**config.mk**
```make
export PLATFORM = sky130hd
export DESIGN_NAME = ws281x_branch_router
export DESIGN_NICKNAME = d
export VERILOG_FILES = /design/src/rtl/ws281x_branch_router.sv
export SDC_FILE = /design/constraint.sdc
export NUM_CORES = 1
export LEC_CHECK = 0
export BUFFER_PORTS_ARGS = -buffer_cell sky130_fd_sc_hd__buf_2
export CAP_MARGIN = 15
export CORE_MARGIN = 1.5
export CORE_UTILIZATION = 60
export DETAILED_ROUTE_END_ITERATION = 16
export PLACE_DENSITY = 0.81
export SLEW_MARGIN = 40
export SYNTH_ARGS = -nofsm -noshare
export SYNTH_HDL_FRONTEND = slang
export SYNTH_SLANG_ARGS = --single-unit
```
**constraint.sdc**
```tcl
create_clock -name Clock -period 4.37 [get_ports Clock]
set_input_delay 0.437 -clock Clock [delete_from_list [all_inputs] [get_ports Clock]]
set_output_delay 0.437 -clock Clock [all_outputs]
set_load 0.01 [all_outputs]
```
**src/rtl/ws281x_branch_router.sv**
```systemverilog
// WS281X branch router: recovers bits and nodes from a WS281X serial stream and
// demultiplexes the stream onto NUM_BR branch outputs, advancing to the next
// branch on an escape node (MODE 0) or after a fixed node count (MODE 1).
// A long idle gap is recognised as a latch and emits a Sync pulse.
module ws281x_branch_router #(
    parameter int          NUM_BR       = 8,
    parameter int          T_SAMPLE     = 30,
    parameter int          T_BRSEL      = 50,
    parameter int          T_LATCH      = 2500,
    parameter int          SYNC_W       = 5,
    parameter int          MODE         = 0,
    parameter logic [23:0] ESC_CODE     = 24'h010203,
    parameter int          NODES_PER_BR = 16
) (
    input  logic                      Clock,
    input  logic                      Reset,
    input  logic                      Din,
    output logic [NUM_BR-1:0]         BranchOut,
    output logic [23:0]               Node,
    output logic                      Valid,
    output logic                      Sync,
    output logic [$clog2(NUM_BR)-1:0] BranchSel,
    output logic                      Overflow
);

    localparam int SEL_W = $clog2(NUM_BR);
    localparam int T_MAX = T_LATCH + SYNC_W;
    localparam int TMR_W = $clog2(T_MAX + 1);

    typedef enum logic [1:0] {ST_IDLE, ST_RX, ST_SYNC} state_t;

    state_t             state_q;
    logic               meta_q, dins_q, dprev_q;
    logic [TMR_W-1:0]   timer_q, timer_d;
    logic               sync_q;
    logic [23:0]        shift_q;
    logic [4:0]         bitcnt_q;
    logic               done_q;
    logic [23:0]        node_q;
    logic               valid_q;
    logic [SEL_W-1:0]   sel_q, sel_d;
    logic               ovf_q, ovf_d;
    logic               pend_q, pend_d;
    logic [11:0]        nodecnt_q, nodecnt_d;
    logic [SEL_W-1:0]   route_q, route_d;
    logic               route_en_q, route_en_d;
    logic [NUM_BR-1:0]  br_q, br_d;

    logic rise, latch_hit, sync_end, sample_hit, brsel_hit;

    // A rising edge outranks every timer compare, so each compare is gated by !rise.
    assign rise       = dins_q & ~dprev_q;
    assign latch_hit  = (state_q == ST_RX)   && !rise && (timer_q == TMR_W'(T_LATCH - 1));
    assign sync_end   = (state_q == ST_SYNC) && !rise && (timer_q == TMR_W'(T_MAX - 1));
    assign sample_hit = !rise && (timer_q == TMR_W'(T_SAMPLE));
    assign brsel_hit  = rise || (timer_q == TMR_W'(T_BRSEL));

    // Bit timer: restart on each rising edge, otherwise count up and hold at T_MAX.
    always_comb begin
        timer_d = timer_q;
        if (rise)
            timer_d = '0;
        else if (timer_q != TMR_W'(T_MAX))
            timer_d = timer_q + 1'b1;
    end

    // Input synchronizer, edge-detect flop and bit timer.
    always_ff @(posedge Clock or posedge Reset) begin
        if (Reset) begin
            meta_q  <= 1'b0;
            dins_q  <= 1'b0;
            dprev_q <= 1'b0;
            timer_q <= TMR_W'(T_MAX);
        end else begin
            meta_q  <= Din;
            dins_q  <= meta_q;
            dprev_q <= dins_q;
            timer_q <= timer_d;
        end
    end

    // Latch FSM; Sync is registered and high exactly while in SYNC.
    always_ff @(posedge Clock or posedge Reset) begin
        if (Reset) begin
            state_q <= ST_IDLE;
            sync_q  <= 1'b0;
        end else begin
            case (state_q)
                ST_IDLE: begin
                    if (rise) state_q <= ST_RX;
                end
                ST_RX: begin
                    if (latch_hit) begin
                        state_q <= ST_SYNC;
                        sync_q  <= 1'b1;
                    end
                end
                ST_SYNC: begin
                    if (rise) begin
                        state_q <= ST_RX;
                        sync_q  <= 1'b0;
                    end else if (sync_end) begin
                        state_q <= ST_IDLE;
                        sync_q  <= 1'b0;
                    end
                end
                default: begin
                    state_q <= ST_IDLE;
                    sync_q  <= 1'b0;
                end
            endcase
        end
    end

    // Bit assembly: sample MSB-first, publish the node one clock after the 24th bit.
    always_ff @(posedge Clock or posedge Reset) begin
        if (Reset) begin
            shift_q  <= '0;
            bitcnt_q <= '0;
            done_q   <= 1'b0;
            node_q   <= '0;
            valid_q  <= 1'b0;
        end else begin
            done_q  <= 1'b0;
            valid_q <= done_q;
            if (done_q)
                node_q <= shift_q;
            if (latch_hit) begin
                shift_q  <= '0;
                bitcnt_q <= '0;
            end else if (sample_hit) begin
                shift_q <= {shift_q[22:0], dins_q};
                if (bitcnt_q == 5'd23) begin
                    bitcnt_q <= '0;
                    done_q   <= 1'b1;
                end else begin
                    bitcnt_q <= bitcnt_q + 1'b1;
                end
            end
        end
    end

    // Branch selection: apply pending advance (before route capture on an edge),
    // raise new advance requests from completed nodes, and gate Din to the route.
    always_comb begin
        sel_d      = sel_q;
        ovf_d      = ovf_q;
        pend_d     = pend_q;
        nodecnt_d  = nodecnt_q;
        route_d    = route_q;
        route_en_d = route_en_q;
        br_d       = '0;

        if (pend_q && brsel_hit) begin
            pend_d = 1'b0;
            if (sel_q == SEL_W'(NUM_BR - 1))
                ovf_d = 1'b1;
            else
                sel_d = sel_q + 1'b1;
        end

        if (done_q) begin
            if (MODE == 0) begin
                if (shift_q == ESC_CODE)
                    pend_d = 1'b1;
            end else begin
                if (nodecnt_q == 12'(NODES_PER_BR - 1)) begin
                    pend_d    = 1'b1;
                    nodecnt_d = '0;
                end else begin
                    nodecnt_d = nodecnt_q + 1'b1;
                end
            end
        end

        if (latch_hit) begin
            sel_d     = '0;
            ovf_d     = 1'b0;
            pend_d    = 1'b0;
            nodecnt_d = '0;
        end

        if (rise) begin
            route_d    = sel_d;
            route_en_d = ~ovf_d;
        end

        for (int i = 0; i < NUM_BR; i++)
            br_d[i] = dins_q & route_en_d & (route_d == SEL_W'(i));
    end

    // Branch selection and routed output registers.
    always_ff @(posedge Clock or posedge Reset) begin
        if (Reset) begin
            sel_q      <= '0;
            ovf_q      <= 1'b0;
            pend_q     <= 1'b0;
            nodecnt_q  <= '0;
            route_q    <= '0;
            route_en_q <= 1'b0;
            br_q       <= '0;
        end else begin
            sel_q      <= sel_d;
            ovf_q      <= ovf_d;
            pend_q     <= pend_d;
            nodecnt_q  <= nodecnt_d;
            route_q    <= route_d;
            route_en_q <= route_en_d;
            br_q       <= br_d;
        end
    end

    assign BranchOut = br_q;
    assign Node      = node_q;
    assign Valid     = valid_q;
    assign Sync      = sync_q;
    assign BranchSel = sel_q;
    assign Overflow  = ovf_q;

endmodule
```
-- Word-level counts from Yosys, hierarchy flattened
Index checks and enable logic that the tools add are counted.
- $add $sub $neg: 3
- eq/ne operators: 20
- multiplexer cells: 31
- bitwise logic cells: 13
- reductions and logical operators: 14
- operators by type and width (operator ; count):
    $mux 24 ; 2
    $eq 12x12->1 const B ; 2
    $eq 24x17->1 const B ; 1
    $mux 12 ; 2
    $eq 3x3->1 const B ; 5
    $mux 5 ; 3
    $mux 1 ; 14
    $add 12x1->12 const B ; 1
    $eq 12x5->1 const B ; 1
    $eq 12x6->1 const B ; 1
    $mux 3 ; 4
    $ne 12x12->1 const B ; 1
    $and 1x1->1 ; 10
    $mux 2 ; 4
    $eq 3x2->1 const B ; 2
    $logic_and 1x1->1 ; 6
    $pmux 2 s3 ; 1
    $reduce_and 3->1 ; 2
    $add 5x1->5 const B ; 1
    $eq 5x5->1 const B ; 1
    $ne 2x2->1 const B ; 2
    $reduce_bool 2->1 ; 2
    $add 3x1->3 const B ; 1
    $eq 3x1->1 const B ; 1
    9 further kinds ; 11
- flip-flop bits (word level): 90
- output and inout port bits: 38
- word-level logic and storage cells: 98

-- Depth between registers and ports, before layout
- word-level depth: 10
- mapped depth: 8
- gate-level depth less buffers: 7

-- Worst setup path before layout
Ideal clock, no wire load.
- path type: register -> register
- start point: reg timer_q[0]
- end point: reg shift_q[10]
- library setup time: 0.065 ns
- arrival time: 1.787 ns
- data required time: 4.305 ns
- path slack: 2.518 ns
- cell stages (with the launch flop): 9
- buffers on the path: 1
- cells stage by stage: dfstp_2 > inv_1 > ha_1 > nor4b_2 > nand2_1 > nor2_8 > a21oi_2 > buf_6 > a22o_1
- word-level cells in the longest chain between the ends: 3
- ends and longest elaborated chain (element ; line ; text):
    from (decl) ; 34 ; logic [TMR_W-1:0] timer_q, timer_d;
    from (signal assigned) ; 73 ; timer_q <= TMR_W'(T_MAX);
    from (signal assigned) ; 78 ; timer_q <= timer_d;
    $eq 12x12->1 or $eq 12x5->1 (tied branches) ; 53, 55 ;
    $logic_and 1x1->1 (on tied branches) ; 53, 55 ;
    $mux 24 or $reduce_bool 2->1 (tied branches) ; -- ;
    to (signal assigned) ; 132 ; shift_q <= {shift_q[22:0], dins_q};
    to (decl) ; 36 ; logic [23:0] shift_q;
Several ways; a longest one is shown, not always the timed one.
A chain may end at the register's enable or synchronous reset.

-- Worst setup path after layout
- start point: reg timer_q[0]
- end point: reg shift_q[13]
The elaborated chain is that of the path after synthesis.

==> impl_metrics.py <==
metrics = {
    "global_route": {
        "top_usage_layer": "met2",
        "grt_remaining_overflow": 0,
        "grt_use_total": 0.2335,
        "met2_usage": 0.3618,
        "grt_start_max_net_pins": 60,
        "use_met3": 0.04725,
        "antenna_found_initial": 0,
        "use_met1": 0.3244,
        "grt_pass1_wl_um": 11790,
        "first_global_vias": 2387,
    },
    "drt": {
        "wire_per_inst_um": 16.42,
        "drt.antenna.violating_nets": 0,
        "drt_pass1_iterations": 4,
        "routed_via_density": 5.798,
        "num_vias": 2464,
        "first_iter_violations": 177,
        "drc": 0,
        "routed_wl_um": 6980,
    },
    "critical_path": {
        "crit_arrival_ns": 2.59,
        "critical_path.startpoint_type": "flip-flop",
        "crit_path_max_incr_delay_ns": 0.60,
        "cp_cell_sequence": "inv_1 -> ha_1 -> nor4b_2 -> nand2_1 -> nor2_8 -> a21oi_4 -> a22o_1",
        "cp_max_fo": 27,
        "path_class": "reg -> reg",
        "cpMaxStageDelayCell": "dfstp_2",
        "cp-end-kind": "flip-flop",
        "cp.required_ns": 4.66,
    },
    "cells_and_area": {
        "nFillCells": 414,
        "regArea_um2": 2261,
        "num_antenna_cells": 0,
        "syn_to_final_growth_pct": 12.79,
        "multiInputGateArea_um2": 1449,
        "final_common_cell": "dfrtp_1",
        "nets": 354,
        "final_layout_size_suffix_gt1_frac": 0.2857,
        "most-common-layout-cells": "dfrtp_1 (83), buf_2 (40), nor2_1 (30)",
    },
    "synthesis": {
        "synth_area_per_cell_um2": 12.49,
        "syn_area_um2": 3796,
        "ys_ff_latch": 90,
        "synth_ff_type": "dfrtp_1",
        "yosysWarnings": 0,
        "synth_edf_count": 0,
        "ys_types": 53,
        "synth.area.top_cells": "dfrtp_1 (55%), mux2_2 (7.1%), a22o_1 (5.8%)",
        "synth_cells": 304,
        "ys_seq_area_frac": 0.5953,
        "synth_top_area_frac": 0.5537,
        "syn-num-nets": 313,
        "synth_largest_area_cell": "dfrtp_1",
        "synthArstFlopShare": 1.000,
    },
    "placed_design": {
        "dpl.hpwl_um": 4563,
        "place_ws_ns": 2.150,
        "gp_congestion": 0.8131,
        "numPortBuffers": 40,
    },
    "timing": {
        "finalSetupTns_ns": 0,
        "setup_violations": 0,
        "maxSlewHeadroom": 0.5411,
        "worst_pin_slew_ns": 0.6869,
        "period_needed_ns": 2.297,
        "grt_setup_unrepaired": "no",
        "final-max-slew-violation-count": 0,
        "worst_slack_ns": 2.073,
        "finalHoldViolCount": 0,
        "fin_crit_sh": 0.5257,
        "fmax_mhz": 435.3,
        "skew_ns": 0.008119,
    },
    "clock_network": {
        "postCtsSetupRepairBufs": 0,
        "cts_tree": "done",
        "cts_made_buffers": 9,
        "ctsRootBufferMaster": "clkbuf_8",
        "clkTransAtPathRegs_ns": 0.09,
        "cts_htree_levels": 3,
        "cts_hold_buf": 0,
        "clock_sinks": 90,
        "cts_buffer_depth": 2,
        "cts_resized": 0,
        "clk-insertion-delay-late_ns": 0.36,
    },
    "power_and_ir_drop": {
        "leakagePower_nw": 2.131,
        "ir_worst_vdd_mv": 0.2583,
        "powerDensity_nw_per_um2": 376.5,
    },
    "outcome": {
        "status": "completed",
    },
    "floorplan": {
        "io_pins": 41,
        "core_um2": 6026,
        "die_x_um": 82.54,
        "initial_core_util": 0.6300,
        "die_y_um": 82.54,
        "die_area_um2": 6813,
        "std_cell_rows": 28,
    },
    "worst_hold_path": {
        "hold_path.class": "in -> async",
    },
    "flow_run": {
        "drv_cap": 0,
    },
}
==> worst max-delay path, delay by kind of cell (launching register included) <==
kind	cells	cell delay [ns]
AO/OA/AOI/OAI	2	0.82
flip-flops	1	0.60
AND/OR/NAND/NOR	3	0.52
adder cells (fa/ha/maj)	1	0.19
buffers and inverters	1	0.08
==> worst paths after layout <==
path                       startpoint      endpoint  slack, ns  depth (start not counted)
max                        timer_q[0]   shift_q[13]       2.07                          7
min                             Reset  BranchSel[0]        0.1                          2
max reg2reg                timer_q[0]   shift_q[13]       2.07                          7
min reg2reg                    meta_q        dins_q       0.37                          0
max in group asynchronous       Reset    timer_q[8]       3.43                          3
min in group Clock                Din        meta_q       0.18                          1
==> per-layer routing <==
layer / routed length (um) / part of all wire
met5: 0 / 0
met4: 127 / 0.018
met3: 258 / 0.037
met2: 3345 / 0.48
met1: 3249 / 0.47
==> registers in the layout (all words and copies together), names as in the netlist <==
| signal | cells |
|---|---|
| BranchOut | 8 |
| BranchSel | 3 |
| Node | 24 |
| Overflow | 1 |
| Sync | 1 |
| Valid | 1 |
| bitcnt_q | 5 |
| dins_q | 1 |
| done_q | 1 |
| dprev_q | 1 |
| meta_q | 1 |
| pend_q | 1 |
| route_en_q | 1 |
| route_q | 3 |
| shift_q | 24 |
| state_q | 2 |
| timer_q | 12 |
==> layout make-up <==
class	count	area share
Timing Repair Buffer	42	0.05026
Clock buffer	10	0.03214
Inverter	7	0.007306
Sequential cell	90	0.5281
Multi-Input combinational cell	195	0.3384
Clock inverter	6	0.02192
Tap cell	75	0.02192
==> power by group <==
group	total [mW]	switching [mW]	internal, mW
sequential	0.884	0.0307	0.853
clock	0.644	0.301	0.344
combinational	0.0839	0.0540	0.0299
total	1.61	0.385	1.23
==> cell usage after synthesis, drive strengths merged, types with 2 or more instances <==
library cell and n:
nand3 9, a22o 25, xnor2 7, a31oi 2, nor4bb 2, nor3 10
nor4b 4, o22a 2, ha 6, nor3b 2, inv 7, nor2b 3
dfrtp 84, nor4 3, nand2 17, a21oi 9, dfstp 6, a21o 2
or3b 2, nor2 31, and2 3, or3 3, nand4 2, mux2 24
o21ai 5, mux2i 4, buf 9, xor2 6, clkbuf 3
==> cell families (layout without fill, tap and decap cells) <==
family | count (synthesis) | after routing | synth area share
AO/OA/AOI/OAI | 49 | 49 | 0.09855
adder cells (fa/ha/maj) | 6 | 6 | 0.01978
AND/OR/NAND/NOR | 99 | 99 | 0.1496
multiplexers | 28 | 28 | 0.08174
XOR/XNOR | 13 | 13 | 0.02999
buffers and inverters | 19 | 65 | 0.02505
flip-flops | 90 | 90 | 0.5953
==> metrics by stage <==
stage	total power [mW]	area (um^2)	util	std cells	hold WS, ns
final	1.612	4282	0.7105	425	0.09733
after floorplan	0.9635	3796	-	304	0.3312
after detailed placement	0.9854	4050	0.6721	409	0.3537
after global routing	1.680	4282	0.7105	425	0.1420
after global placement	0.9813	4038	0.6701	409	0.3724
after CTS	1.630	4282	0.7105	425	0.1101
Note: power is estimated with default switching activity, not from simulation.
